<file path="config.mk">
export PLATFORM = sky130hd
export DESIGN_NAME = id_serial_tx_flat
export DESIGN_NICKNAME = d
export VERILOG_FILES = /design/src/rtl/thermo_link_pkg.sv /design/src/rtl/id_serial_tx_if.sv /design/src/rtl/id_serial_tx_bit_timer.sv /design/src/rtl/id_serial_tx.sv /design/src/flat_wrapper.sv
export SDC_FILE = /design/constraint.sdc
export NUM_CORES = 1
export LEC_CHECK = 0
export CORE_MARGIN = 2
export CORE_UTILIZATION = 57
export DETAILED_ROUTE_END_ITERATION = 6
export PLACE_DENSITY_LB_ADDON = 0.08
export SYNTH_ARGS = -nofsm -noshare
export SYNTH_HDL_FRONTEND = slang
export SYNTH_SLANG_ARGS = --single-unit
</file>
<file path="constraint.sdc">
create_clock -name clk -period 2.1 [get_ports clk]
set_input_delay 0.42 -clock clk [delete_from_list [all_inputs] [get_ports clk]]
set_output_delay 0.42 -clock clk [all_outputs]
set_load 0.02 [all_outputs]
</file>
<file path="src/rtl/thermo_link_pkg.sv">
// Shared definitions for the thermostat house link: transmitter states, line levels
// and default field widths common to the transmitter and receiver FSMs.
package thermo_link_pkg;

    typedef enum logic [2:0] {
        StIdle,
        StMark,
        StId,
        StData,
        StPar,
        StGap
    } tx_state_e;

    localparam logic LINK_IDLE_LEVEL = 1'b0;
    localparam logic LINK_MARK       = 1'b1;

    localparam int unsigned DEF_ID_WIDTH   = 4;
    localparam int unsigned DEF_DATA_WIDTH = 4;

    // Counter width able to hold 0..v-1, never narrower than one bit.
    function automatic int unsigned clog2_min1(input int unsigned v);
        return (v <= 1) ? 1 : $clog2(v);
    endfunction

endpackage

</file>
<file path="src/rtl/id_serial_tx_if.sv">
// Request/status bundle between the control logic and the serial frame transmitter.
interface id_serial_tx_if
    import thermo_link_pkg::*;
#(
    parameter int unsigned ID_WIDTH   = DEF_ID_WIDTH,
    parameter int unsigned DATA_WIDTH = DEF_DATA_WIDTH
);
    logic                  start;
    logic [ID_WIDTH-1:0]   id;
    logic [DATA_WIDTH-1:0] data;
    logic                  tx;
    logic                  busy;
    logic                  done;

    modport master (
        output start, id, data,
        input  tx, busy, done
    );

    modport slave (
        input  start, id, data,
        output tx, busy, done
    );

endinterface

</file>
<file path="src/rtl/id_serial_tx_bit_timer.sv">
// Bit-time down-counter; tick_o marks the last clock of the current serial bit.
module bit_timer
    import thermo_link_pkg::*;
#(
    parameter int unsigned BIT_CYCLES = 1
) (
    input  logic clk,
    input  logic rst,
    input  logic clr_i,
    output logic tick_o
);

    localparam int unsigned CntW = clog2_min1(BIT_CYCLES);

    logic [CntW-1:0] cnt_q, cnt_d;

    assign tick_o = (cnt_q == '0);

    always_comb begin
        cnt_d = cnt_q - CntW'(1);
        if (clr_i || tick_o) begin
            cnt_d = CntW'(BIT_CYCLES - 1);
        end
    end

    always_ff @(posedge clk) begin
        if (rst) begin
            cnt_q <= '0;
        end else begin
            cnt_q <= cnt_d;
        end
    end

endmodule

</file>
<file path="src/rtl/id_serial_tx.sv">
// Serial frame transmitter: marker, ID (MSB first), payload (MSB first), even parity,
// then a low idle gap. All outputs are registered.
module id_serial_tx
    import thermo_link_pkg::*;
#(
    parameter int unsigned ID_WIDTH   = DEF_ID_WIDTH,
    parameter int unsigned DATA_WIDTH = DEF_DATA_WIDTH,
    parameter int unsigned BIT_CYCLES = 1,
    parameter int unsigned IDLE_GAP   = 2
) (
    input  logic           clk,
    input  logic           rst,
    id_serial_tx_if.slave  bus
);

    localparam int unsigned SrW  = ID_WIDTH + DATA_WIDTH + 1;
    localparam int unsigned IdW  = clog2_min1(ID_WIDTH);
    localparam int unsigned DatW = clog2_min1(DATA_WIDTH);
    localparam int unsigned GapW = clog2_min1(IDLE_GAP);
    localparam int unsigned FldW = (IdW > DatW) ? IdW : DatW;
    localparam int unsigned CntW = (FldW > GapW) ? FldW : GapW;

    tx_state_e       state_q, state_d;
    logic [SrW-1:0]  sr_q, sr_d;
    logic [CntW-1:0] cnt_q, cnt_d;
    logic            tx_q, tx_d;
    logic            busy_q, busy_d;
    logic            done_q, done_d;
    logic            tick;
    logic            timer_clr;

    // Timer is held at reload outside the bit-serial states so MARK starts a full bit.
    assign timer_clr = (state_q == StIdle) || (state_q == StGap);

    bit_timer #(
        .BIT_CYCLES(BIT_CYCLES)
    ) u_bit_timer (
        .clk    (clk),
        .rst    (rst),
        .clr_i  (timer_clr),
        .tick_o (tick)
    );

    always_comb begin
        state_d = state_q;
        sr_d    = sr_q;
        cnt_d   = cnt_q;
        tx_d    = tx_q;
        busy_d  = busy_q;
        done_d  = 1'b0;

        unique case (state_q)
            StIdle: begin
                tx_d   = LINK_IDLE_LEVEL;
                busy_d = 1'b0;
                cnt_d  = '0;
                if (bus.start) begin
                    sr_d    = {bus.id, bus.data, ^{bus.id, bus.data}};
                    state_d = StMark;
                    tx_d    = LINK_MARK;
                    busy_d  = 1'b1;
                end
            end
            StMark: begin
                if (tick) begin
                    state_d = StId;
                    tx_d    = sr_q[SrW-1];
                    sr_d    = {sr_q[SrW-2:0], 1'b0};
                    cnt_d   = '0;
                end
            end
            StId: begin
                if (tick) begin
                    // On each tick the next frame bit is loaded, even across field borders.
                    tx_d = sr_q[SrW-1];
                    sr_d = {sr_q[SrW-2:0], 1'b0};
                    if (cnt_q == CntW'(ID_WIDTH - 1)) begin
                        state_d = StData;
                        cnt_d   = '0;
                    end else begin
                        cnt_d = cnt_q + CntW'(1);
                    end
                end
            end
            StData: begin
                if (tick) begin
                    tx_d = sr_q[SrW-1];
                    sr_d = {sr_q[SrW-2:0], 1'b0};
                    if (cnt_q == CntW'(DATA_WIDTH - 1)) begin
                        state_d = StPar;
                        cnt_d   = '0;
                    end else begin
                        cnt_d = cnt_q + CntW'(1);
                    end
                end
            end
            StPar: begin
                if (tick) begin
                    state_d = StGap;
                    tx_d    = LINK_IDLE_LEVEL;
                    cnt_d   = '0;
                end
            end
            StGap: begin
                tx_d = LINK_IDLE_LEVEL;
                if (cnt_q == CntW'(IDLE_GAP - 1)) begin
                    state_d = StIdle;
                    busy_d  = 1'b0;
                    done_d  = 1'b1;
                    cnt_d   = '0;
                end else begin
                    cnt_d = cnt_q + CntW'(1);
                end
            end
            default: begin
                state_d = StIdle;
                tx_d    = LINK_IDLE_LEVEL;
                busy_d  = 1'b0;
                cnt_d   = '0;
            end
        endcase
    end

    always_ff @(posedge clk) begin
        if (rst) begin
            state_q <= StIdle;
            sr_q    <= '0;
            cnt_q   <= '0;
            tx_q    <= LINK_IDLE_LEVEL;
            busy_q  <= 1'b0;
            done_q  <= 1'b0;
        end else begin
            state_q <= state_d;
            sr_q    <= sr_d;
            cnt_q   <= cnt_d;
            tx_q    <= tx_d;
            busy_q  <= busy_d;
            done_q  <= done_d;
        end
    end

    assign bus.tx   = tx_q;
    assign bus.busy = busy_q;
    assign bus.done = done_q;

endmodule

</file>
<file path="src/flat_wrapper.sv">
// flat-port wrapper written by rule: the top's interface ports become plain ports
module id_serial_tx_flat import thermo_link_pkg::*;
#(
    parameter int unsigned ID_WIDTH   = DEF_ID_WIDTH,
    parameter int unsigned DATA_WIDTH = DEF_DATA_WIDTH,
    parameter int unsigned BIT_CYCLES = 1,
    parameter int unsigned IDLE_GAP   = 2
)
  (clk, rst, bus_start, bus_id, bus_data, bus_tx, bus_busy, bus_done);
  id_serial_tx_if #(.ID_WIDTH(ID_WIDTH), .DATA_WIDTH(DATA_WIDTH)) bus_i ();
  input  logic clk;
  input  logic rst;
  input wire logic [$bits(bus_i.start)-1:0] bus_start;
  input wire logic [$bits(bus_i.id)-1:0] bus_id;
  input wire logic [$bits(bus_i.data)-1:0] bus_data;
  output wire logic [$bits(bus_i.tx)-1:0] bus_tx;
  output wire logic [$bits(bus_i.busy)-1:0] bus_busy;
  output wire logic [$bits(bus_i.done)-1:0] bus_done;
  assign bus_i.start = bus_start;
  assign bus_i.id = bus_id;
  assign bus_i.data = bus_data;
  assign bus_tx = bus_i.tx;
  assign bus_busy = bus_i.busy;
  assign bus_done = bus_i.done;
  id_serial_tx #(.ID_WIDTH(ID_WIDTH), .DATA_WIDTH(DATA_WIDTH), .BIT_CYCLES(BIT_CYCLES), .IDLE_GAP(IDLE_GAP)) u_core (.clk(clk), .rst(rst), .bus(bus_i));
endmodule
</file>
After elaboration in Yosys (flattened, before gate mapping)
Index checks and enable logic that the tools add are counted.

Input port bits: 11. RAM bits: 0. Latch bits: 0. Register bits: 18. Memories kept: 0. ROM bits: 0. Output and inout bits: 3.

$lt $le $gt $ge: 0. Shift-type cells: 0. Equality and inequality tests: 18. Reductions and logical operators: 16. Add/subtract/negate cells: 2. Div/mod/pow operators: 0. $mul: 0. Multiplexer cells: 24. Bitwise logic cells: 3.

Operator list (count): $mux 3 (8); $mux 9 (2); $ne 2x2->1 const B (9); $pmux 3 s6 (1); $pmux 9 s2 (1); $mux 2 (4); $reduce_and 8->1 (1); $reduce_or 2->1 (4); $reduce_xor 8->1 (1); $eq 3x2->1 const B (2); $eq 3x3->1 const B (2); $pmux 1 s3 (2); $pmux 2 s3 (1); $reduce_and 2->1 (3); $mux 1 (5); $ne 2x1->1 const B (2); $reduce_or 4->1 (1); $eq 3x1->1 const B (1); $logic_not 3->1 (1); $not 1->1 (3); $reduce_and 3->1 (1); $reduce_or 3->1 (1); $add 2x1->2 const B (1); $eq 2x1->1 const B (1); 4 further kinds (5).

Logic depth before layout (Yosys ltp)
Gate-level depths: netlist (run 1).

Depth in word-level cells: 4. Mapped depth: 6.

By module
Synthesis (run 1) repeated with hierarchy kept, for this count alone.

Cell total of the unflattened synthesis: 113. Area total of the unflattened synthesis: 991.0 um^2.

Modules (own cells, without submodules): id_serial_tx (seq. area each 340.3 um^2, area an instance 963.4 um^2, cells each 110, times used 1); bit_timer (seq. area each 20.0 um^2, area an instance 27.5 um^2, cells each 3, times used 1).

Least setup slack after synthesis (run 1)
No wires, ideal clock.

Path type: reg-to-reg. From: register u_core.state_q[0]. To: register u_core.sr_q[6]. Setup slack: 0.726 ns. Stages on the path, launching flop included: 7. Required time: 2.012 ns. Setup time: 0.088 ns. Clock period less this slack: 1.374 ns. Arrival: 1.286 ns. Cells stage by stage: dfxtp_1 -> buf_6 -> o21a_4 -> nor3_4 -> buf_6 -> nor2_2 -> a311oi_2.

Cells in the longest elaborated chain, start to end: 4. Elaborated cells between the ends (all ways): 10.

Ends and longest elaborated chain: start, declared (line id_serial_tx.sv:23) `tx_state_e state_q, state_d;`; start signal, assigned (line id_serial_tx.sv:126) `state_q <= StIdle;`; start signal, assigned (line id_serial_tx.sv:133) `state_q <= state_d;`; $eq 3x1->1 or $eq 3x2->1 (tied branches) (line id_serial_tx.sv:52) `unique case (state_q)`; $reduce_or 3->1 (no line); $ne 2x2->1 (no line) or $reduce_bool 2->1 (tied branches); $reduce_and 3->1 (no line); end signal, assigned (line id_serial_tx.sv:134) `sr_q <= sr_d;`; end, declared (line id_serial_tx.sv:24) `logic [SrW-1:0] sr_q, sr_d;`.

Several ways; a longest one is shown, not always the timed one. A chain may end at the register's enable or synchronous reset.

Worst setup path in the final report (run 1)
From: register u_core.state_q[0]. To: register u_core.sr_q[3].

Same word-level chain as after synthesis.

==> impl_metrics.toml, run 1 <==
[run_status]
run_status = "finished, final reports clean"

[global_route]
global_route.usage.total_pct = 21.9
globalRouteOverflowTotal = 0
grt_max_degree = 19
grt_pass1_wl_mm = 3.35
via_count_of_the_first_global_routing_pass = 794
antenna_found_initial = 0

[synth]
netlist.area_leader.share_pct = 35.6
yosysTopAreaCell = "dfxtp_1"
avgSynthCellArea_um2 = 8.36
synth_async_sr_flop_share_pct = 0
ys_ff_latch = 18
syn-num-nets = 135
synthesis.instances = 121
yosys.cell_types.count = 35
synth_ff_type = "dfxtp_1"
synth_area_um2 = 1010
synth_top_cells_by_area = "dfxtp_1 36%, nand2_1 7.4%, a311oi_1 6.9%"
synth.yosys.seq_area_share_pct = 35.6
synth_most_common_cell = "nand2_1"
netlist_top_cells_count = "20 x nand2_1, 18 x dfxtp_1, 10 x nor2_1"
yosys_warnings = 0
synth_edf_count = 0

[layout]
finalNetCount = 148
finish.utilization_pct = 69.5
filler_cell_count = 147
cell_count_final_fillers_out = 150
layout-drive-gt1-share_pct = 11.3
antennaDiodeCount = 0
area_growth_syn_to_layout_pct = 16.1
final_area_um2 = 1170

[critical_path]
worst_setup_path_startpoint = "u_core.state_q[0]"
worst-r2r-cell-count = 5
cp_data_arrival_time_ns = 1.87
critical_path_peak_fanout = 18
slowest_cell_delay_on_critical_path_ns = 0.70
timing.critical_path.to_type = "flip-flop"
worst_ep_required_time_ns = 2.29
slowest_stage = "dfxtp_1"
reg2reg_from = "u_core.state_q[0]"
crit_path_cell_trace = "nor3_1 -> nor3_4 -> buf_4 -> nor2_1 -> a311oi_1"
timing.setup.critical_path_class = "flip-flop to flip-flop"
setup.worst_path.start_class = "flip-flop"

[clock_network]
numCtsBuffers = 3
clkSlewWorstSetupHoldPaths_ns = 0.11
cts_sinks = 18
ctsResizeCount = 0
ctsHtreeMaxLevel = 1
post_cts_buffers = 0
cts.hold.buffers_added = 0
cts_tree = "built"
clock_tree.root_cell = "clkbuf_4"
clock_latency_ns = 0.29
max_root_sink_buffers = 2

[die]
io_pins = 14
floorplan.initialDensity_pct = 59.9
chipWidth_um = 46.1
core_area_um2 = 1690
die-area_um2 = 2130
core.rowCount = 15
die_h_um = 46.1

[sta]
finalMaxSlewViolations = 0
max-slew-margin-rel_pct = 59.8
final.min_clock_period_ns = 1.68
grt_setup_unrepaired = "no"
timing.final.setup_violations = 0
finalSetupTns_ns = 0
timing_worst_slew_pin_value_ns = 0.601
clock.fmax_ghz = 0.596
report.final.hold_viol_count = 0
skew_ns = 0.00430
finalCritPeriodShare_pct = 80.0

[min_path]
worst_hold_startpoint = "u_core.sr_q[7]"
holdCritPathClass = "flip-flop to flip-flop"
worstHoldPathCells = 2

[route]
ant_nets = 0
post-route-drc-count = 0
detailroute.via_count = 881
via_per_inst = 5.87
drt_iter0_drc = 16
route.detailed.wl_per_inst_um = 13.1
drtPass1Iterations = 4
route.final.wire_length_mm = 1.97

[power]
static-leakage-power_uw = 0.000422
powerDensity_nw_per_um2 = 695
vdd_drop_max_v = 0.000474

[placed_design]
io_buffer_count = 13
dp_cells = 146
dpl.hpwl_mm = 1.41
gp_routability_congestion = 0.782
placement.cell_area_um2 = 1140

[run]
max-cap-violations = 0
## layout make-up
type	count	area (µm²)	area share [%]
clock buffer	4	36.3	3.09
timing repair buffer	16	153	13.0
sequential	18	360	30.7
multi-input combinational	93	596	50.7
inverter	2	7.51	0.640
tap	17	21.3	1.81
## cell families after synthesis
logic type                 synth area share (%)
other                                     0.371
buffers and inverters                      5.45
DFF                                        35.6
adders and majority gates                  3.71
and+or+nand+nor                            28.1
AOI/OAI and AO/OA                          20.7
xor gates and xnor gates                   6.06
## sequential cells by signal, summed over array words and instances, names as in the netlist
signal and count:
u_core.sr_q 9, u_core.cnt_q 2, u_core.bus.done 1, u_core.state_q 3, u_core.u_bit_timer.cnt_q 1, u_core.bus.tx 1
u_core.bus.busy 1
## layer usage
metal  track usage [%]  wire [µm]  share of wire [%]
met1              27.2        902                 46
met2              37.5       1020                 52
met3              2.35         37                1.9
met4              10.3         12               0.61
met5                 0          0                  0
## placed cells by master, fill, tap and decap left out
| cell | instances |
|---|---|
| o21a_4 | 1 |
| nor3_4 | 1 |
| nand2_1 | 20 |
| a311oi_1 | 8 |
| nand3b_1 | 1 |
| dfxtp_1 | 18 |
| ha_1 | 3 |
| clkdlybuf4s50_1 | 13 |
| a211oi_1 | 1 |
| nor2b_1 | 4 |
| nor4b_1 | 1 |
| o32ai_1 | 1 |
| nor3b_1 | 3 |
| buf_4 | 3 |
| conb_1 | 1 |
| nor2_2 | 1 |
| nand2b_1 | 6 |
| or3_1 | 1 |
| xnor2_1 | 7 |
| o211ai_1 | 1 |
| a21oi_1 | 4 |
| nor2_1 | 10 |
| inv_1 | 2 |
| a311oi_2 | 1 |
| clkbuf_4 | 3 |
| nor3_1 | 5 |
| or2_2 | 1 |
| o221a_2 | 1 |
| o21bai_2 | 1 |
| clkbuf_8 | 1 |
| o21ba_2 | 1 |
| a21o_1 | 1 |
| nand3_1 | 2 |
| o21ai_0 | 4 |
| o21ai_1 | 1 |
## critical path, delay by kind of cell (launching register included)
kind	cells	cell delay [ns]
buffers and inverters	1	0.23
AO/OA/AOI/OAI	1	0.28
flip-flops	1	0.70
AND/OR/NAND/NOR	3	0.36
## final timing paths
path,to,slack (ns)
worst min register to register,u_core.sr_q[8],0.48
worst max-delay path,u_core.sr_q[3],0.42
worst min-delay path,u_core.sr_q[8],0.48
worst max register to register,u_core.sr_q[3],0.42
## through the flow
step / hold WS (ns) / power, µW / worst slack (ns)
global placement: 0.465 / 601 / 0.384
detailed placement: 0.469 / 610 / 0.293
CTS: 0.485 / 822 / 0.402
floorplan: 0.455 / 554 / 0.726
finish: 0.484 / 816 / 0.421
global route: 0.523 / 867 / 0.247
## power breakdown
group	switching, µW	internal, µW	leakage, µW	total, µW
registers	32.1	376	0.000149	408
logic	96.6	97.0	0.000253	194
clock network	109	106	0.0000210	214
Note: power is estimated with default switching activity, not from simulation.
==> run 2: changes to the inputs <==
CORE_UTILIZATION = 47   (was 57)
clock period = 1.4 ns   (was 2.1 ns; I/O delays follow)
==> run 2 against run 1 <==
  * Count of clock-buffer cells in the layout stayed put
  * Maximum frequency is 22% higher
  * Sequential cell count stayed put
  * Cell area is 14% higher
  * Critical path depth stayed put
  * Clock power is 49% higher
  * Register-to-register slack worse by 0.40 ns
  * Utilization is 2.9 points lower
  * Non-clock buffer count is 12 higher
  * Final cell count is 15% higher
  * Worst hold slack better by 0.0026 ns
  * Routed wire length is 5.7% higher
  * Critical endpoint is now u_core.sr_q[1]
  * Highest routed layer unchanged
==> impl_metrics.toml, run 2 (synthesis results as in run 1) <==
[run_status]
run_status = "finished, final reports clean"

[layout]
antennaDiodeCount = 0
layout-drive-gt1-share_pct = 24.8
leading_cell_type_in_the_layout_fill_and_taps_excluded = "nand2_1"
cell_count_final_fillers_out = 172
area_growth_syn_to_layout_pct = 31.8
biggestRegsByFlops = "u_core.sr_q x9, u_core.state_q x3, u_core.cnt_q x2"
final_cell_mix = "20 x nand2_1, 15 x dfxtp_1, 13 x buf_4"
max_flop_register = "u_core.sr_q"
finalNetCount = 160
largest_register_ff_count = 9

[critical_path]
crit_path_cell_trace = "o21a_4 -> nor3_4 -> buf_12 -> nor2_1 -> a311oi_1"
worstSetupPathDepth = 5
cp_data_arrival_time_ns = 1.57
rrSetupSlack_ns = 0.03
cp_top_family = "compound AO/OA/AOI/OAI gates"
worst_r2r_endpoint = "u_core.sr_q[1]"
slowest_stage = "dfxtp_4"
timing.setup.critical_path_class = "flip-flop to flip-flop"
critPathCapture = "u_core.sr_q[1]"
crit_buf_inv = 1
critical_path_peak_fanout = 9
worst_ep_required_time_ns = 1.60
reg2reg_from = "u_core.state_q[1]"
timing.critical_path.to_type = "flip-flop"
worst_setup_path_startpoint = "u_core.state_q[1]"
slowest_cell_delay_on_critical_path_ns = 0.39
setup.worst_path.start_class = "flip-flop"
worst-r2r-cell-count = 5

[min_path]
worst_hold_startpoint = "u_core.sr_q[2]"
holdCritPathClass = "flip-flop to flip-flop"

[sta]
clock.fmax_ghz = 0.728
grt_setup_unrepaired = "yes"
final.min_clock_period_ns = 1.37
report.final.hold_viol_count = 0
timing.final.setup_violations = 0
finalCritPeriodShare_pct = 98.2
skew_ns = 0.00375
worst_hold_slack_ns = 0.487
finalMaxSlewViolations = 0
finalSetupTns_ns = 0

[global_route]
via_count_of_the_first_global_routing_pass = 847
grt_max_degree = 18
antenna_found_initial = 0
globalRouteOverflowTotal = 0
grt_pass1_wl_mm = 3.66
global_route.usage.total_pct = 18.9

[clock_network]
ctsHtreeMaxLevel = 1
clock_tree.root_cell = "clkbuf_4"
max_root_sink_buffers = 2
cts.hold.buffers_added = 0
clock_latency_ns = 0.29
cts_tree = "built"
numCtsBuffers = 3
cts_sinks = 18
clkSlewWorstSetupHoldPaths_ns = 0.10

[placed_design]
gp_routability_congestion = 0.800
io_buffer_count = 13
dpl.hpwl_mm = 1.52
dp_cells = 166

[power]
swShare_pct = 28.5
powerDensity_nw_per_um2 = 969
power_frac_comb_pct = 28.4
total_power_uw = 1290
net-switching-power_uw = 368
seqPwrFrac_pct = 46.9
cell_internal_pwr_uw = 923
static-leakage-power_uw = 0.000513
vdd_drop_max_v = 0.000737
clock_power_share_pct = 24.7

[route]
ant_nets = 0
drtPass1Iterations = 4
post-route-drc-count = 0
detailroute.via_count = 889
route.detailed.wl_per_inst_um = 12.1
drt_iter0_drc = 21
route.final.wire_length_mm = 2.08
via_per_inst = 5.17

[die]
die_h_um = 50.4
io_pins = 14
die-area_um2 = 2540
core_area_um2 = 2000
core.rowCount = 16
floorplan.initialDensity_pct = 50.5
chipWidth_um = 50.4

[run]
max-cap-violations = 0
run 2: cell types whose count changed in the layout (fill, tap and decap cells not counted), moves of 2 or more:
cell | previous run | this run
dfxtp_2 | 0 | 2
buf_4 | 3 | 13
nor3_2 | 0 | 2
clkdlybuf4s50_1 | 13 | 10
dfxtp_1 | 18 | 15
dlygate4sd2_1 | 0 | 3
nor3_1 | 5 | 3
run 2: power by group through the flow:
stage	combinational, µW	sequential, µW	clock, µW
after floorplan	222	608	0
after global placement	331	613	0
after detailed placement	337	615	0
after CTS	334	604	331
after global routing	405	614	353
final	367	606	319
run 2: how the worst min path moves through the flow:
| stage | endpoint | slack [ns] | cells past startpoint |
|---|---|---|---|
| final | u_core.sr_q[3] | 0.49 | 2 |
| after global routing | u_core.sr_q[3] | 0.50 | 2 |
| after CTS | u_core.sr_q[5] | 0.48 | 2 |
| after detailed placement | u_core.sr_q[5] | 0.47 | 2 |
| after global placement | u_core.sr_q[5] | 0.46 | 2 |
| after floorplan | u_core.sr_q[1] | 0.44 | 2 |
run 2: area by class of cell:
type | count | area [µm²]
fill | 177 | 669
multi-input combinational | 93 | 619
sequential | 18 | 367
timing repair buffer | 28 | 269
clock buffer | 4 | 36.3
tap | 27 | 33.8
inverter | 2 | 7.51
run 2: what timing repair did:
item                                    4_1_cts  5_1_grt
gates resized for setup                       5        8
gates cloned                                  0        1
pin swaps                                     0        2
endpoints found under the setup margin        6       12
setup buffers                                 0        1
run 2: per-layer routing:
metal	global-route usage, %	vias to the layer above	wire length [µm]
met5	0	-	0
met4	4.05	0	8
met3	6.25	2	97
met2	27.6	16	928
met1	26.9	399	1050
li1	-	472	-
run 2: stage by stage:
stage	util, %	setup slack, ns	instance area (µm²)
after floorplan	-	0.0257	1010
after detailed placement	61.8	-0.197	1240
after global placement	61.8	-0.125	1240
after CTS	63.6	0.0272	1270
final	66.6	0.0258	1330
after global routing	66.6	-0.0313	1330
run 2: worst register-to-register path, stage by stage (launching register included):
cell and delay, ns:
dfxtp_4 0.39, o21a_4 0.22, nor3_4 0.21, buf_12 0.15, nor2_1 0.04, a311oi_1 0.27
==> run 3: changes to the inputs <==
CAP_MARGIN = 5   (was default)
CTS_CLUSTER_DIAMETER = 150   (was default)
CTS_CLUSTER_SIZE = 8   (was default)
==> results of run 3 <==
The final DEF is identical to that of run 2; final timing and power are the same.
